## src/rtl/wb_regfile_unit_if.sv

```systemverilog
// Write-back bus between the WB control stage and the register-file unit:
// commit strobes, WB fields/data, external ports and the two decode read ports.
interface wb_regfile_unit_if #(
  parameter int DATA_W = 8
);
  logic              write_en;
  logic              sw1;
  logic              sw2;
  logic              sp_inc;
  logic              sp_dec;
  logic              ld_out;
  logic              HLT_en;
  logic [1:0]        ra_wb;
  logic [1:0]        rb_wb;
  logic [DATA_W-1:0] wb_data;
  logic [DATA_W-1:0] rb_val_wb;
  logic [DATA_W-1:0] in_port;
  logic              intr;
  logic [1:0]        rd_addr_a;
  logic [1:0]        rd_addr_b;
  logic [DATA_W-1:0] rd_data_a;
  logic [DATA_W-1:0] rd_data_b;
  logic [DATA_W-1:0] sp_out;
  logic [DATA_W-1:0] out_port;
  logic              halted;
  logic              stack_fault;

  modport master (
    output write_en, sw1, sw2, sp_inc, sp_dec, ld_out, HLT_en, ra_wb, rb_wb,
           wb_data, rb_val_wb, in_port, intr, rd_addr_a, rd_addr_b,
    input  rd_data_a, rd_data_b, sp_out, out_port, halted, stack_fault
  );

  modport slave (
    input  write_en, sw1, sw2, sp_inc, sp_dec, ld_out, HLT_en, ra_wb, rb_wb,
           wb_data, rb_val_wb, in_port, intr, rd_addr_a, rd_addr_b,
    output rd_data_a, rd_data_b, sp_out, out_port, halted, stack_fault
  );
endinterface

```

## src/rtl/wb_regfile_unit.sv

```systemverilog
// Write-back stage: 4-entry register file (R3 = stack pointer), OUT port and halt FSM,
// with bypassed read ports. Define SP_BOUNDS_CHECK_EN to trap SP over/underflow.
module wb_regfile_unit #(
  parameter int                DATA_W    = 8,
  parameter logic [DATA_W-1:0] SP_RESET  = 8'hFF,
  parameter logic [DATA_W-1:0] OUT_RESET = 8'h00
) (
  input  logic                clk,
  input  logic                rst,
  wb_regfile_unit_if.slave    bus
);

  typedef enum logic {RUN = 1'b0, HALTED = 1'b1} state_e;

  state_e                       state_q, state_d;
  logic [3:0][DATA_W-1:0]       rf_q;
  logic [DATA_W-1:0]            out_q;

  logic                         run;
  logic                         we;
  logic [1:0]                   waddr;
  logic [DATA_W-1:0]            wdata;
  logic                         sp_req;
  logic                         sp_edge;
  logic                         sp_pend;
  logic [DATA_W-1:0]            sp_nxt;

  always_comb begin
    run     = (state_q == RUN);
    we      = run && bus.write_en;
    waddr   = bus.sw1 ? bus.rb_wb : bus.ra_wb;
    wdata   = bus.sw2 ? bus.in_port : bus.wb_data;
    // inc+dec together cancel out
    sp_req  = run && (bus.sp_inc ^ bus.sp_dec);
    sp_nxt  = bus.sp_inc ? rf_q[3] + DATA_W'(1) : rf_q[3] - DATA_W'(1);
`ifdef SP_BOUNDS_CHECK_EN
    sp_edge = (bus.sp_inc && (rf_q[3] == {DATA_W{1'b1}})) ||
              (bus.sp_dec && (rf_q[3] == {DATA_W{1'b0}}));
`else
    sp_edge = 1'b0;
`endif
    // an explicit write to R3 overrides (and suppresses) the SP update
    sp_pend = sp_req && !(we && (waddr == 2'd3)) && !sp_edge;
  end

  always_ff @(posedge clk or posedge rst) begin
    if (rst) begin
      rf_q  <= {SP_RESET, {(3*DATA_W){1'b0}}};
      out_q <= OUT_RESET;
    end else begin
      if (we)         rf_q[waddr] <= wdata;
      if (sp_pend)    rf_q[3]     <= sp_nxt;
      if (run && bus.ld_out) out_q <= bus.rb_val_wb;
    end
  end

`ifdef SP_BOUNDS_CHECK_EN
  logic fault_q;

  always_ff @(posedge clk or posedge rst) begin
    if (rst)                                            fault_q <= 1'b0;
    else if (sp_req && sp_edge && !(we && waddr == 2'd3)) fault_q <= 1'b1;
  end

  assign bus.stack_fault = fault_q;
`else
  assign bus.stack_fault = 1'b0;
`endif

  always_ff @(posedge clk or posedge rst) begin
    if (rst) state_q <= RUN;
    else     state_q <= state_d;
  end

  // intr seen together with HLT_en is left pending; it wakes us next cycle
  always_comb begin
    state_d = state_q;
    case (state_q)
      RUN:     if (bus.HLT_en) state_d = HALTED;
      HALTED:  if (bus.intr)   state_d = RUN;
      default: state_d = RUN;
    endcase
  end

  assign bus.rd_data_a = (we && waddr == bus.rd_addr_a)   ? wdata  :
                         (sp_pend && bus.rd_addr_a == 2'd3) ? sp_nxt :
                         rf_q[bus.rd_addr_a];
  assign bus.rd_data_b = (we && waddr == bus.rd_addr_b)   ? wdata  :
                         (sp_pend && bus.rd_addr_b == 2'd3) ? sp_nxt :
                         rf_q[bus.rd_addr_b];
  assign bus.sp_out    = rf_q[3];
  assign bus.out_port  = out_q;
  assign bus.halted    = (state_q == HALTED);

endmodule

```

## src/flat_wrapper.sv

```systemverilog
// flat-port wrapper written by rule: the top's interface ports become plain ports
module wb_regfile_unit_flat 
#(
  parameter int                DATA_W    = 8,
  parameter logic [DATA_W-1:0] SP_RESET  = 8'hFF,
  parameter logic [DATA_W-1:0] OUT_RESET = 8'h00
)
  (clk, rst, bus_write_en, bus_sw1, bus_sw2, bus_sp_inc, bus_sp_dec, bus_ld_out, bus_HLT_en, bus_ra_wb, bus_rb_wb, bus_wb_data, bus_rb_val_wb, bus_in_port, bus_intr, bus_rd_addr_a, bus_rd_addr_b, bus_rd_data_a, bus_rd_data_b, bus_sp_out, bus_out_port, bus_halted, bus_stack_fault);
  wb_regfile_unit_if #(.DATA_W(DATA_W)) bus_i ();
  input  logic clk;
  input  logic rst;
  input wire logic [$bits(bus_i.write_en)-1:0] bus_write_en;
  input wire logic [$bits(bus_i.sw1)-1:0] bus_sw1;
  input wire logic [$bits(bus_i.sw2)-1:0] bus_sw2;
  input wire logic [$bits(bus_i.sp_inc)-1:0] bus_sp_inc;
  input wire logic [$bits(bus_i.sp_dec)-1:0] bus_sp_dec;
  input wire logic [$bits(bus_i.ld_out)-1:0] bus_ld_out;
  input wire logic [$bits(bus_i.HLT_en)-1:0] bus_HLT_en;
  input wire logic [$bits(bus_i.ra_wb)-1:0] bus_ra_wb;
  input wire logic [$bits(bus_i.rb_wb)-1:0] bus_rb_wb;
  input wire logic [$bits(bus_i.wb_data)-1:0] bus_wb_data;
  input wire logic [$bits(bus_i.rb_val_wb)-1:0] bus_rb_val_wb;
  input wire logic [$bits(bus_i.in_port)-1:0] bus_in_port;
  input wire logic [$bits(bus_i.intr)-1:0] bus_intr;
  input wire logic [$bits(bus_i.rd_addr_a)-1:0] bus_rd_addr_a;
  input wire logic [$bits(bus_i.rd_addr_b)-1:0] bus_rd_addr_b;
  output wire logic [$bits(bus_i.rd_data_a)-1:0] bus_rd_data_a;
  output wire logic [$bits(bus_i.rd_data_b)-1:0] bus_rd_data_b;
  output wire logic [$bits(bus_i.sp_out)-1:0] bus_sp_out;
  output wire logic [$bits(bus_i.out_port)-1:0] bus_out_port;
  output wire logic [$bits(bus_i.halted)-1:0] bus_halted;
  output wire logic [$bits(bus_i.stack_fault)-1:0] bus_stack_fault;
  assign bus_i.write_en = bus_write_en;
  assign bus_i.sw1 = bus_sw1;
  assign bus_i.sw2 = bus_sw2;
  assign bus_i.sp_inc = bus_sp_inc;
  assign bus_i.sp_dec = bus_sp_dec;
  assign bus_i.ld_out = bus_ld_out;
  assign bus_i.HLT_en = bus_HLT_en;
  assign bus_i.ra_wb = bus_ra_wb;
  assign bus_i.rb_wb = bus_rb_wb;
  assign bus_i.wb_data = bus_wb_data;
  assign bus_i.rb_val_wb = bus_rb_val_wb;
  assign bus_i.in_port = bus_in_port;
  assign bus_i.intr = bus_intr;
  assign bus_i.rd_addr_a = bus_rd_addr_a;
  assign bus_i.rd_addr_b = bus_rd_addr_b;
  assign bus_rd_data_a = bus_i.rd_data_a;
  assign bus_rd_data_b = bus_i.rd_data_b;
  assign bus_sp_out = bus_i.sp_out;
  assign bus_out_port = bus_i.out_port;
  assign bus_halted = bus_i.halted;
  assign bus_stack_fault = bus_i.stack_fault;
  wb_regfile_unit #(.DATA_W(DATA_W), .SP_RESET(SP_RESET), .OUT_RESET(OUT_RESET)) u_core (.clk(clk), .rst(rst), .bus(bus_i));
endmodule
```

## config.mk

```make
export PLATFORM = sky130hd
export DESIGN_NAME = wb_regfile_unit_flat
export DESIGN_NICKNAME = d
export VERILOG_FILES = /design/src/rtl/wb_regfile_unit_if.sv /design/src/rtl/wb_regfile_unit.sv /design/src/flat_wrapper.sv
export SDC_FILE = /design/constraint.sdc
export NUM_CORES = 1
export LEC_CHECK = 0
export ABC_AREA = 1
export ABC_CLOCK_PERIOD_IN_PS = 1500
export BUFFER_PORTS_ARGS = -buffer_cell sky130_fd_sc_hd__buf_2
export CAP_MARGIN = 20
export CELL_PAD_IN_SITES_DETAIL_PLACEMENT = 1
export CELL_PAD_IN_SITES_GLOBAL_PLACEMENT = 2
export CORE_UTILIZATION = 26
export DETAILED_ROUTE_END_ITERATION = 8
export HOLD_SLACK_MARGIN = 0.03
export MAX_ROUTING_LAYER = met4
export PLACE_DENSITY = 0.79
export SYNTH_ARGS = -nofsm -noshare
export SYNTH_HDL_FRONTEND = slang
export SYNTH_SLANG_ARGS = --single-unit
```

## constraint.sdc

```tcl
create_clock -name clk -period 1.5 [get_ports clk]
set_input_delay 0.15 -clock clk [delete_from_list [all_inputs] [get_ports clk]]
set_output_delay 0.15 -clock clk [all_outputs]
set_load 0.02 [all_outputs]
```

# After elaboration in Yosys (flattened, before gate mapping)
# Index checks and enable logic that the tools add are counted.
[totals]
regBits = 41
elab_cells = 50
[classes]
n_addsub = 2
order_cmp = 4
n_eq_ne = 5
muxes = 19
n_bitwise = 2
n_reduce_logical = 12
[ops]
columns = ["operator", "count"]
rows = [
  ["$mux 8", 10],
  ["$bmux 8 s2", 2],
  ["$bwmux 32", 1],
  ["$mux 32", 1],
  ["$demux 8 s2", 1],
  ["$logic_and 1x1->1", 10],
  ["$lt 2x3->1 const B", 3],
  ["$add 8x1->8 const B", 1],
  ["$sub 8x1->8 const B", 1],
  ["$eq 2x2->1 const B", 3],
  ["$eq 2x2->1", 2],
  ["$ge 2x1->1 const B", 1],
  ["$mux 1", 2],
  ["$mux 2", 1],
  ["$pmux 1 s2", 1],
  ["$reduce_bool 2->1", 1],
  ["$logic_not 1->1", 1],
  ["$not 1->1", 1],
  ["$xor 1x1->1", 1],
]

# Logic depth before layout (Yosys ltp)
# Gate-level depths: netlist (run 1).
[depth]
ltp_word = 8
mapped_depth = 11
mapped_depth_nobuf = 11

# Least setup slack after synthesis (run 1)
# Ideal clock, no wire load.
[synth_timing]
kind = "flip-flop to output port"
start = "register u_core.rf_q, in the netlist u_core.bus.sp_out[0]"
end = "output port bus_rd_data_a[4]"
arrival_ns = 1.528
t_required_ns = 1.350
slack_ns = -0.178
path_stages_with_launch = 9
path_cell_list = "dfstp_2 fa_1 nand2_1 nand3_1 nand2_1 xor2_1 nand2_1 nand3_1 o21ai_1"
[synth_between]
elab_chain_cells = 4
[synth_lines]
columns = ["item", "line_no", "text"]
rows = [
  ["start: declaration", "wb_regfile_unit.sv:16", "logic [3:0][DATA_W-1:0] rf_q;"],
  ["start signal: assignment", "wb_regfile_unit.sv:48", "rf_q <= {SP_RESET, {(3*DATA_W){1'b0}}};"],
  ["start signal: indexed assignment", "wb_regfile_unit.sv:51", "if (we) rf_q[waddr] <= wdata;"],
  ["$sub 8x1->8 or $add 8x1->8 (tied branches)", "wb_regfile_unit.sv:35", "sp_nxt = bus.sp_inc ? rf_q[3] + DATA_W'(1) : rf_q[3] - DATA_W'(1);"],
  ["$mux 8 (*)", "wb_regfile_unit.sv:35", ""],
  ["$mux 8 (*)", "wb_regfile_unit.sv:86", "(sp_pend && bus.rd_addr_a == 2'd3) ? sp_nxt :"],
  ["$mux 8 (*)", "wb_regfile_unit.sv:85", "assign bus.rd_data_a = (we && waddr == bus.rd_addr_a) ? wdata :"],
  ["end: declaration", "flat_wrapper.sv:27", "output wire logic [$bits(bus_i.rd_data_a)-1:0] bus_rd_data_a;"],
]
# Mark *: on every way between the ends. The rest lies on a longest branch, timed or not.

# Worst setup path in the final report (run 1)
[layout_timing]
start = "register u_core.rf_q, in the netlist u_core.bus.sp_out[0]"
end = "output port bus_rd_data_a[2]"
# The elaborated chain is that of the path after synthesis.

==> key figures, run 1 <==
Cells and area
  – NumNets Final: 621
  – Most frequent cells in the layout: 145 x nand2_1, 60 x buf_2, 51 x buf_4
  – Fraction of layout cells with a size suffix above 1: roughly 43%
  – Ant diodes: 0
  – Final cell utilization of the core: 39.9%
  – Area Growth Syn to Fin: 47.3%
  – Most common cell after layout, fill and taps aside: nand2_1
  – Finished Layout Cells: 716
  – Fill cells: 1441

Power
  – Net Sw Frac: 43.3%
  – Pwr/cell area: 1510 nW/µm²
  – Max VDD drop: 0.411 mV
  – Total net switching power: 3.04 mW
  – Total power: around 7.0 mW
  – Power share of the clock group: 15.4%
  – Seq pwr share: 26.5%
  – Leak Pwr: roughly 2.3 nW
  – Gate power share: between 50% and 60%
  – Power Internal: 3.98 mW

Placed design
  – GPL Wtd Cong: 0.858
  – Buffers added on ports: 74
  – DP HPWL: 8930 µm
  – Post-place setup slack: -0.351 ns
  – # placed instances: about 690

STA
  – RSZ-0062 raised after global routing: true
  – Final setup fails: 19
  – Slew Limit Fails: 0
  – Final hold violations: 0
  – Worst setup margin: -0.580 ns
  – Setup Skew: ~0.0080 ns
  – Minimum hold slack: 0.0576 ns
  – Fmax: 0.481 GHz
  – Final min period: 2.08 ns
  – Final period utilization: 139%

Yosys
  – EDFF count, synth: 0
  – Cell count after synthesis: 453
  – Syn nets: about 500
  – Synth async-reset ratio: 100%
  – Synthesized area: roughly 3100 µm²
  – Register area share after synthesis: 32.9%
  – Ys flop type: dfrtp_1
  – Cell variety after synth: 30
  – Flops & latches, synth: 41
  – Synthesis Warnings: 0
  – Syn_area_per_cell: 6.95 µm²

GRT
  – Overflow after GRT: 0
  – Vias in the first global route: 3457
  – Initial antenna violation count: 0
  – Largest net degree at the start of global routing: 42
  – First-pass GRT wire length: 18000 µm
  – GRT Total Usage: 19.0%

Floorplanning
  – Initial Util: between 20% and 30%
  – Total core area: 11600 µm²
  – I/O pin count: 76
  – Die Area: ~13000 µm²
  – Die Y: 112 µm
  – Rows: 39
  – Die X: roughly 110 µm

Setup path
  – CP startpoint kind: flop
  – Data arrival, critical path: 1.93 ns
  – CP Capture Type: primary output
  – Crit-path cells: fa_2, buf_4, buf_6, xor2_2, inv_2, nand2_1, nand3_2, nand2_2, buf_6
  – Most used cell, CP: buf_6
  – Critical path class: reg -> out
  – Slowest CP cell: fa_2
  – Critical Path RT: between 1 and 1.5 ns
  – CP peak stage delay: between 0.3 and 0.4 ns
  – Crit-path max FO: 3

CTS
  – CTS clk-pin slew, worst paths: 0.06 ns
  – Clock sinks: 41
  – CTS tree: yes
  – H-tree levels: 2
  – Root Driver: clkbuf_16
  – Cts bufs inserted: 5
  – Worst skew pair latency: a little under 0.3 ns
  – Clock Path Buffers: 2

Run status
  – Failing checks: DRC, setup timing
  – Outcome: finished with violations

Job
  – MaxCap Viol Count: 0

Drt
  – Drt initial violations: 116
  – Final wirelength: 11300 µm
  – Post-DRT Antenna Nets: 0
  – Via density: 4.76
  – Vias after detailed routing: 3405
  – Avg WL per Cell: 15.8 µm
  – TritonRoute pass-1 iters: 6
  – Residual DRC count: 3

Min path
  – Worst min-delay path class: in -> reg
-- sequential cells by signal, indices dropped and copies added (netlist names) --
signal and count:
u_core.bus.halted 1, u_core.bus.out_port 8, u_core.bus.sp_out 8, u_core.rf_q 24
-- worst max-delay path, delay by kind of cell, from the launching register on --
kind                     cells  cell delay [ns]
adder cells (fa/ha/maj)      1             0.39
buffers and inverters        4             0.44
XOR/XNOR                     1             0.17
flip-flops                   1             0.38
AND/OR/NAND/NOR              3             0.26
-- timing repair --
action | CTS | global route
hold buffers | 1 | 0
endpoints found under the setup margin | 17 | 26
cloned | 1 | 1
pin swaps | 32 | 33
buffers inserted | 4 | 9
endpoints found under the hold margin | 33 | 0
gates resized for setup | 48 | 37
-- per-layer routing --
layer  up-vias  global-route usage, %  wire length (µm)
li1       1705                      -                 -
met1      1615                   24.7              5230
met2        72                   31.0              5400
met3        13                   2.32               437
met4         0                   5.51               237
met5         -                      -                 0
-- synth_stat cells, types with 2 or more instances --
cell type | number | area share (%)
a21oi_1 | 15 | 2.4
a31oi_1 | 10 | 2.0
buf_2 | 9 | 1.4
buf_4 | 14 | 3.3
dfrtp_1 | 33 | 26
dfstp_2 | 8 | 6.7
ha_1 | 6 | 2.4
inv_1 | 35 | 4.2
inv_2 | 6 | 0.72
mux2_2 | 8 | 2.9
nand2_1 | 177 | 21
nand2_4 | 4 | 1.4
nand3_1 | 50 | 7.9
nand3b_1 | 4 | 0.95
nor2_1 | 17 | 2.0
nor2_4 | 3 | 1.1
nor3_4 | 3 | 1.5
o211ai_1 | 15 | 3.6
o21ai_0 | 19 | 3.0
o21ai_1 | 2 | 0.32
xor2_1 | 6 | 1.7
-- logic make-up after synthesis --
kind of cell,Yosys count,synth area share (%)
AND/OR/NAND/NOR,262,37.8
flip-flops,41,32.9
buffers and inverters,65,9.81
AO/OA/AOI/OAI,63,11.8
adder cells (fa/ha/maj),7,3.02
multiplexers,8,2.86
other,1,0.119
XOR/XNOR,6,1.67
-- cell type report --
| type | count | area (µm²) | share of cell area [%] |
|---|---|---|---|
| clock inverter | 2 | 15.0 | 0.324 |
| clock buffer | 6 | 129 | 2.78 |
| tap | 143 | 179 | 3.86 |
| timing repair buffer | 134 | 990 | 21.3 |
| inverter | 42 | 170 | 3.67 |
| multi-input combinational | 348 | 2120 | 45.7 |
| sequential | 41 | 1040 | 22.4 |
-- stage by stage --
stage	TNS, ns	cell area, µm²
2_1_floorplan	-0.659	3270
3_3_place_gp	-3.47	4070
3_5_place_dp	-4.21	4070
4_1_cts	-8.12	4430
5_1_grt	-9.85	4640
6_report	-8.20	4640
-- worst paths after layout --
path | from | end | slack [ns] | cells past startpoint
worst max-delay path | u_core.bus.sp_out[0] | bus_rd_data_a[2] | -0.58 | 9
worst min-delay path | bus_intr | u_core.bus.halted | 0.06 | 2
worst max register to register | u_core.bus.sp_out[0] | u_core.bus.sp_out[2] | -0.14 | 7
worst min register to register | u_core.bus.out_port[6] | u_core.bus.out_port[6] | 0.50 | 1
max in group asynchronous | rst | u_core.bus.sp_out[1] | 0.74 | 4
min in group asynchronous | rst | u_core.bus.out_port[5] | 0.49 | 4
-- power by group through the flow --
stage / clock network (mW) / logic (mW) / registers (mW)
global route: 1.15 / 4.46 / 1.91
finish: 1.08 / 4.07 / 1.86
floorplan: 0 / 2.17 / 1.92
global placement: 0 / 3.25 / 1.84
CTS: 1.12 / 3.80 / 1.85
detailed placement: 0 / 3.35 / 1.87
(Power assumes the default switching activity.)
==> inputs of run 2 (changes only) <==
- SKIP_CTS_REPAIR_TIMING: default -> 1
==> key figures, run 2 (synthesis gave the netlist of run 1 again) <==
Run status
  – Outcome: finished with violations
  – Failing checks: DRC, setup timing

Floorplanning
  – Rows: 39
  – Die X: 112 µm
  – Die Area: approximately 13000 µm²
  – I/O pin count: 76
  – Total core area: between 10000 and 15000 µm²
  – Initial Util: 27.1%
  – Die Y: 112 µm

CTS
  – Worst skew pair latency: 0.29 ns
  – CTS tree: yes
  – Root Driver: clkbuf_16
  – Cts bufs inserted: 5
  – H-tree levels: 2
  – Clock Path Buffers: 2
  – Clock sinks: 41
  – CTS clk-pin slew, worst paths: approximately 0.06 ns

Cells and area
  – NumNets Final: 618
  – Area Growth Syn to Fin: 45.5%
  – Largest Register: u_core.rf_q
  – Max reg flops: 24
  – Most frequent cells in the layout: 149 x nand2_1, 63 x buf_2, 49 x buf_4
  – Fraction of layout cells with a size suffix above 1: between 40 and 50%
  – Ant diodes: 0
  – Most common cell after layout, fill and taps aside: nand2_1

GRT
  – Largest net degree at the start of global routing: 42
  – Overflow after GRT: 0
  – First-pass GRT wire length: roughly 17000 µm
  – GRT Total Usage: 18.3%
  – Initial antenna violation count: 0
  – Vias in the first global route: 3417

Drt
  – Vias after detailed routing: roughly 3400
  – Avg WL per Cell: 15.7 µm
  – Via density: roughly 4.8
  – Final wirelength: 11200 µm
  – TritonRoute pass-1 iters: 6
  – Residual DRC count: 3
  – Post-DRT Antenna Nets: 0
  – Drt initial violations: 104

STA
  – Setup tns final: -8.12 ns
  – Final period utilization: 138%
  – Final setup fails: 17
  – Final hold violations: 0
  – Worst setup margin: -0.566 ns
  – Minimum hold slack: 0.0575 ns
  – Final min period: slightly above 2 ns
  – Slew Limit Fails: 0
  – Setup Skew: 0.00817 ns
  – RSZ-0062 raised after global routing: true
  – Fmax: 0.484 GHz

Setup path
  – CP startpoint kind: flop
  – Critical path class: reg -> out
  – Crit-path max FO: 3
  – Critical Path RT: 1.35 ns
  – Most used cell, CP: nand2_1
  – Data arrival, critical path: 1.92 ns
  – Slowest CP cell: dfstp_2
  – Crit-path cells: ha_1, inv_1, nand2_1, nand2_1, xor2_2, nand2_1, nand3_1, o21ai_2, buf_2
  – CP peak stage delay: 0.53 ns
  – CP Capture Type: primary output

Placed design
  – GPL Wtd Cong: 0.858
  – Post-place setup slack: -0.351 ns
  – Buffers added on ports: 74
  – DP HPWL: 8930 µm

Job
  – MaxCap Viol Count: 0

Power
  – Leak Pwr: between 2 and 2.5 nW
  – Pwr/cell area: roughly 1500 nW/µm²
  – Max VDD drop: between 0.4 and 0.5 mV

Min path
  – Worst min-delay path class: in -> reg
## run 2: cell count changes in the layout (fill, tap and decap cells not counted), sizes merged
| cell | change |
|---|---|
| clkinv | +1 |
| inv | -1 |
| buf | -3 |
## run 2: through the flow
step                utilization (%)  total power [mW]  instances  cell area (µm²)
floorplan                         -              4.09        453             3270
global placement               35.0              5.09        694             4070
detailed placement             35.0              5.22        694             4070
CTS                            36.3              6.34        702             4210
global route                   39.5              7.30        713             4580
finish                         39.5              6.80        713             4580
## run 2: cell type report
| type | count | area (µm²) |
|---|---|---|
| multi-input combinational | 348 | 2100 |
| timing repair buffer | 131 | 953 |
| sequential | 41 | 1040 |
| inverter | 42 | 173 |
| fill | 1439 | 7030 |
| tap | 143 | 179 |
| clock buffer | 6 | 129 |
| clock inverter | 2 | 15.0 |
## run 2: metal layers
layer,up-vias,track usage [%],wire length (µm)
met5,-,-,0
met4,0,3.73,87
met3,7,2.00,329
met2,58,30.5,5520
met1,1633,24.2,5270
li1,1698,-,-
## run 2: final timing paths
path / startpoint / endpoint / slack (ns) / cells after the start
setup / recovery: u_core.bus.sp_out[3] / bus_rd_data_a[4] / -0.57 / 9
setup reg to reg: u_core.bus.sp_out[0] / u_core.bus.sp_out[2] / -0.02 / 6
min in group asynchronous: rst / u_core.bus.out_port[2] / 0.48 / 4
hold / removal: bus_intr / u_core.bus.halted / 0.06 / 2
max in group asynchronous: rst / u_core.bus.sp_out[0] / 0.75 / 4
hold reg to reg: u_core.bus.out_port[6] / u_core.bus.out_port[6] / 0.50 / 1
## run 2: power by group
part / internal, mW / total, mW / switching, mW / leakage (nW)
clock: 0.618 / 1.08 / 0.465 / 0.0631
combinational: 1.65 / 3.86 / 2.21 / 1.71
sequential: 1.55 / 1.85 / 0.302 / 0.470
## run 2: worst max-delay path, delay by kind of cell (launching register included)
family | cells | cell delay, ns
buffers and inverters | 2 | 0.24
AOI/OAI and AO/OA | 1 | 0.06
xor gates and xnor gates | 1 | 0.20
DFF | 1 | 0.53
adders and majority gates | 1 | 0.24
and+or+nand+nor | 4 | 0.35
